===== src/rtl/watchdog_pkg.sv =====
// Shared types, default sizing and helpers for the windowed watchdog.
// The FSM encoding is fixed so that waveforms stay readable across revisions.
package watchdog_pkg;

  typedef enum logic [1:0] {
    IDLE    = 2'd0,
    COUNT   = 2'd1,
    EXPIRED = 2'd2
  } wdt_state_t;

  localparam int          WDT_W_DEF         = 8;
  localparam int unsigned WDT_WARN_DEF      = 4;
  localparam int          WDT_RST_PULSE_DEF = 4;

  // Subtract that bottoms out at zero instead of wrapping.
  function automatic int unsigned sat0(input int unsigned a, input int unsigned b);
    return (a > b) ? (a - b) : 0;
  endfunction

endpackage


===== src/rtl/wdt_pulse_gen.sv =====
// Fixed-length pulse stretcher: a trigger (re)loads a down-counter and the
// pulse is high while the counter is non-zero.
module wdt_pulse_gen #(
  parameter int RST_PULSE_CYCLES = 4
) (
  input  logic clk,
  input  logic rst,
  input  logic trigger,
  output logic pulse
);

  localparam int            CW   = $clog2(RST_PULSE_CYCLES + 1);
  localparam logic [CW-1:0] LOAD = CW'(RST_PULSE_CYCLES);

  logic [CW-1:0] remain;

  always_ff @(posedge clk) begin
    if (rst) begin
      remain <= '0;
    end else if (trigger) begin
      remain <= LOAD;
    end else if (remain != '0) begin
      remain <= remain - CW'(1);
    end
  end

  assign pulse = (remain != '0);

endmodule


===== src/rtl/watchdog_windowed.sv =====
// Windowed watchdog: programmable-limit up-counter with early warning,
// early-kick fault detection and a stretched reset request.
//
// state   | meaning
// IDLE    | disabled, counter cleared, config not yet latched
// COUNT   | running; a valid kick restarts the count and re-latches config
// EXPIRED | timed out or early kick seen; count saturated, waits for a kick
module watchdog_windowed
  import watchdog_pkg::*;
#(
  parameter int          W                = WDT_W_DEF,
  parameter int unsigned WARN_MARGIN      = WDT_WARN_DEF,
  parameter int          RST_PULSE_CYCLES = WDT_RST_PULSE_DEF
) (
  input  logic         clk,
  input  logic         rst,
  input  logic         enable,
  input  logic         restart,
  input  logic [W-1:0] limit,
  input  logic [W-1:0] win_open,
  input  logic         window_en,
  output logic [W-1:0] count,
  output logic         warn,
  output logic         timeout,
  output logic         early_err,
  output logic         rst_req
);

  wdt_state_t   state, state_nx;
  logic [W-1:0] count_nx;
  logic [W-1:0] limit_q, win_q;
  logic         wen_q;
  logic         relatch, err_set, early_kick, enter_exp;
  logic [W-1:0] warn_thr;
  logic [W-1:0] win_clamped;

  assign early_kick  = wen_q && (count < win_q);
  // A window that opens after the limit could never be met, so pin it to the limit.
  assign win_clamped = (window_en && (win_open > limit)) ? limit : win_open;

  always_comb begin
    state_nx = state;
    count_nx = count;
    relatch  = 1'b0;
    err_set  = 1'b0;
    if (!enable) begin
      state_nx = IDLE;
      count_nx = '0;
    end else begin
      case (state)
        IDLE: begin
          state_nx = COUNT;
          count_nx = '0;
          relatch  = 1'b1;
        end
        COUNT: begin
          if (restart) begin
            if (early_kick) begin
              err_set  = 1'b1;
              state_nx = EXPIRED;
            end else begin
              count_nx = '0;
              relatch  = 1'b1;
            end
          end else if (count == limit_q) begin
            state_nx = EXPIRED;
          end else begin
            count_nx = count + W'(1);
          end
        end
        EXPIRED: begin
          if (restart) begin
            state_nx = COUNT;
            count_nx = '0;
            relatch  = 1'b1;
          end
        end
        default: begin
          state_nx = IDLE;
          count_nx = '0;
        end
      endcase
    end
  end

  always_ff @(posedge clk) begin
    if (rst) begin
      state     <= IDLE;
      count     <= '0;
      limit_q   <= '0;
      win_q     <= '0;
      wen_q     <= 1'b0;
      early_err <= 1'b0;
    end else begin
      state <= state_nx;
      count <= count_nx;
      if (relatch) begin
        limit_q <= limit;
        win_q   <= win_clamped;
        wen_q   <= window_en;
      end
      if (!enable) begin
        early_err <= 1'b0;
      end else if (err_set) begin
        early_err <= 1'b1;
      end
    end
  end

  // Fires on every entry into EXPIRED so a re-entry restarts the pulse.
  assign enter_exp = (state_nx == EXPIRED) && (state != EXPIRED);

  wdt_pulse_gen #(
    .RST_PULSE_CYCLES(RST_PULSE_CYCLES)
  ) u_pulse (
    .clk    (clk),
    .rst    (rst),
    .trigger(enter_exp),
    .pulse  (rst_req)
  );

  assign warn_thr = W'(sat0(32'(limit_q), WARN_MARGIN));
  assign warn     = (state == COUNT) && (count >= warn_thr);
  assign timeout  = (state == EXPIRED);

endmodule

===== config.mk =====
export PLATFORM = sky130hd
export DESIGN_NAME = watchdog_windowed
export DESIGN_NICKNAME = d
export VERILOG_FILES = /design/src/rtl/watchdog_pkg.sv /design/src/rtl/wdt_pulse_gen.sv /design/src/rtl/watchdog_windowed.sv
export SDC_FILE = /design/constraint.sdc
export NUM_CORES = 1
export LEC_CHECK = 0
export CORE_UTILIZATION = 50
export CTS_CLUSTER_SIZE = 24
export DETAILED_ROUTE_END_ITERATION = 16
export GPL_ROUTABILITY_DRIVEN = 1
export PLACE_DENSITY_LB_ADDON = 0.08
export SLEW_MARGIN = 20
export SYNTH_ARGS = -nofsm -noshare
export SYNTH_HDL_FRONTEND = slang
export SYNTH_SLANG_ARGS = --single-unit

===== constraint.sdc =====
create_clock -name clk -period 4.1 [get_ports clk]
set_input_delay 0.82 -clock clk [delete_from_list [all_inputs] [get_ports clk]]
set_output_delay 0.82 -clock clk [all_outputs]
set_load 0.01 [all_outputs]

==> impl_metrics.py <==
metrics = {
    "yosys": {
        "synth_edf_count": 0,
        "synth_top_area_share_pct": 27.5,
        "syn_inst": 267,
        "synth_cell_types": 40,
        "ys_ff_latch": 31,
        "yosysSeqAreaShare_pct": 27.5,
        "synth_warnings": 0,
        "synth_area_per_cell_um2": 8.46,
        "ys.flop_type": "dfxtp_1",
        "synth.area.top_cells": "dfxtp_1 (27%), ha_1 (16%), mux2i_1 (8.4%), inv_1 (4.7%), nor2_1 (4.7%)",
        "ys_async_sr_fraction_pct": 0,
        "synth.cell_area_um2": 2260,
        "yosysTopAreaCell": "dfxtp_1",
        "syn_nets": 317,
    },
    "pwr": {
        "ir_drop_uv": 234,
        "power.total_uw": 843,
        "powerDensity_nw_per_um2": 313,
        "p_leak_nw": 1.22,
    },
    "detailed_routing": {
        "ant_nets": 0,
        "drc_errors": 0,
        "vias": 1964,
        "first_pass_iters": 4,
        "initialDrtViolationCount": 112,
        "wl_per_cell_um": 13.6,
        "vias_per_cell": 5.60,
        "routed_wirelength_um": 4790,
    },
    "place": {
        "dp.cells": 344,
        "io_buffers": 32,
        "gp_congestion": 0.787,
        "hpwlAfterDp_um": 3750,
        "place_area_um2": 2600,
        "dp_slack_ps": 190,
    },
    "floorplan": {
        "die_y_um": 69.2,
        "design.portCount": 33,
        "die_w_um": 69.2,
        "core-area_um2": 4350,
        "dieArea_um2": 4790,
        "rows": 24,
        "initial_core_util_pct": 51.9,
    },
    "worst_hold_path": {
        "hp-class": "flip-flop to flip-flop",
    },
    "setup_path": {
        "required_ps": 3280,
        "worst-setup-path-type": "flip-flop to primary output",
        "startpoint_type": "flip-flop",
        "path_cells": "inv_1 -> ha_2 -> a21oi_1 -> or4b_2 -> and2_1 -> ha_1 -> nand2b_1 -> a21o_1 -> a21o_1 -> a21oi_2 -> o21a_1 -> o21ai_0 -> dlygate4sd2_1",
        "critPathCaptureType": "primary output",
        "crit_path_frequent_cell": "a21o_1",
        "worstPathMaxFanout": 5,
        "crit_path_max_incr_delay_ps": 630,
        "arrival_ps": 3140,
        "crit_slowest_cell": "or4b_2",
    },
    "global_routing": {
        "antenna_found_initial": 0,
        "overflow": 0,
        "grtUsageTotal_pct": 21.0,
        "grt_pass1_wl_um": 8110,
        "grt_max_degree": 26,
        "grt_pass1_vias": 1797,
    },
    "sta": {
        "max_slew_margin_pct": 48.4,
        "rsz0062_at_grt": "false",
        "setup_ws_ps": 139,
        "skew_ps": 11.6,
        "max_freq_mhz": 252,
        "min_period_ps": 3960,
        "tns_ps": 0,
        "hold_ws_ps": 471,
        "setup_violations": 0,
        "fin_crit_sh_pct": 96.6,
        "slew_viol_final": 0,
        "hold_viol_final": 0,
        "worst_pin_slew_ps": 772,
    },
    "clock_tree": {
        "cts_max_level": 2,
        "cts.sinks": 31,
        "cts_tree": "built",
        "worstSkewPairLatency_ps": 280,
        "clock-root-buffer": "clkbuf_8",
        "clockBufferDepth": 2,
        "cts-buffers-inserted": 5,
        "cts_hold_buf": 0,
        "path_clk_slew_ps": 70,
    },
    "final_layout": {
        "finish.utilization_pct": 61.9,
        "stdcell_count": 351,
        "area_growth_pct": 19.3,
        "fillers": 404,
        "drive_above_1_share_pct": 6.35,
        "final_area_um2": 2700,
        "fin_nets": 349,
        "antenna_cells": 0,
    },
    "run": {
        "cap_violations": 0,
    },
    "run_status": {
        "status": "completed",
    },
}
-- cells in the mapped netlist (2+ instances only) --
| cell | n |
|---|---|
| nand4_1 | 4 |
| nor2b_1 | 2 |
| and2_1 | 2 |
| nor4_1 | 2 |
| o31ai_1 | 5 |
| a21o_1 | 5 |
| dfxtp_1 | 31 |
| xnor2_1 | 2 |
| clkbuf_1 | 5 |
| or4_1 | 6 |
| ha_1 | 29 |
| nand2b_1 | 6 |
| buf_6 | 3 |
| xor2_1 | 10 |
| nand2_1 | 17 |
| a211oi_1 | 10 |
| nand3_1 | 8 |
| o21a_1 | 3 |
| mux2i_1 | 19 |
| inv_1 | 28 |
| o21ai_0 | 5 |
| a21oi_1 | 19 |
| nor2_1 | 28 |
| nor3_1 | 2 |
-- cell type report --
type / count / area (um^2) / share of cell area, %
repair buffers: 33 / 327 / 12.1
inverters: 28 / 105 / 3.90
clock buffers: 6 / 82.6 / 3.06
multi-input cells: 200 / 1490 / 55.2
clock inverters: 1 / 5.00 / 0.186
flip-flops and latches: 31 / 623 / 23.1
well taps: 52 / 65.1 / 2.41
-- path summary, 6_finish.rpt --
kind	from	to	slack, ps	depth (start not counted)
setup / recovery	limit_q[2]	warn	140	13
hold / removal	early_err	early_err	470	2
setup reg to reg	count[2]	limit_q[0]	1550	7
hold reg to reg	early_err	early_err	470	2
-- power by group --
part           switching (mW)  internal (mW)
Clock                   0.112          0.132
Combinational           0.130          0.124
Sequential             0.0188          0.326
-- timing repair --
item,4_1_cts,5_1_grt
buffers inserted,0,0
pin swaps,0,0
setup endpoints to repair,1,1
resized for setup,2,3
-- flip-flops by register name (all words and copies together), names as in the netlist --
signal          count
limit_q             8
u_pulse.remain      3
count               8
state               2
early_err           1
wen_q               1
win_q               8
-- kinds of logic after synthesis --
logic type                 count (synthesis)  synth area share (%)
and+or+nand+nor                           81                  17.5
AOI/OAI and AO/OA                         59                  18.9
buffers and inverters                     36                  6.98
DFF                                       31                  27.5
xor gates and xnor gates                  12                  4.65
muxes                                     19                  8.42
adders and majority gates                 29                  16.1
-- layout by cell type, fill, tap and decap left out, types with 2 or more instances in the layout --
cell / Yosys / final
nor3_1: 2 / 2
inv_1: 28 / 28
a21oi_2: 1 / 2
nor2_1: 28 / 28
o21ai_0: 5 / 5
nand2b_1: 6 / 6
dfxtp_1: 31 / 29
nand3_1: 8 / 8
o21a_1: 3 / 3
xnor2_1: 2 / 2
xor2_1: 10 / 10
ha_1: 29 / 28
a21oi_1: 19 / 18
nand2_1: 17 / 17
o31ai_1: 5 / 5
clkbuf_8: 0 / 6
a211oi_1: 10 / 10
and2_1: 2 / 2
nor4_1: 2 / 2
clkdlybuf4s50_1: 0 / 31
mux2i_1: 19 / 19
nor2b_1: 2 / 2
dfxtp_2: 0 / 2
or4_1: 6 / 6
nand4_1: 4 / 4
a21o_1: 5 / 5
-- metal layers --
| metal | up-vias | track usage, % | share of wire (%) |
|---|---|---|---|
| li1 | 1012 | - | - |
| met1 | 899 | 28.2 | 50 |
| met2 | 47 | 33.8 | 45 |
| met3 | 6 | 3.20 | 3.4 |
| met4 | 0 | 7.94 | 1.5 |
| met5 | - | 0 | 0 |
-- worst max-delay path: cells and delay by family, from the launching register on --
family	cells	cell delay (ps)
AO/OA/AOI/OAI	6	740
buffers and inverters	2	360
AND/OR/NAND/NOR	3	960
flip-flops	1	350
adder cells (fa/ha/maj)	2	450
Note: power is estimated with default switching activity, not from simulation.
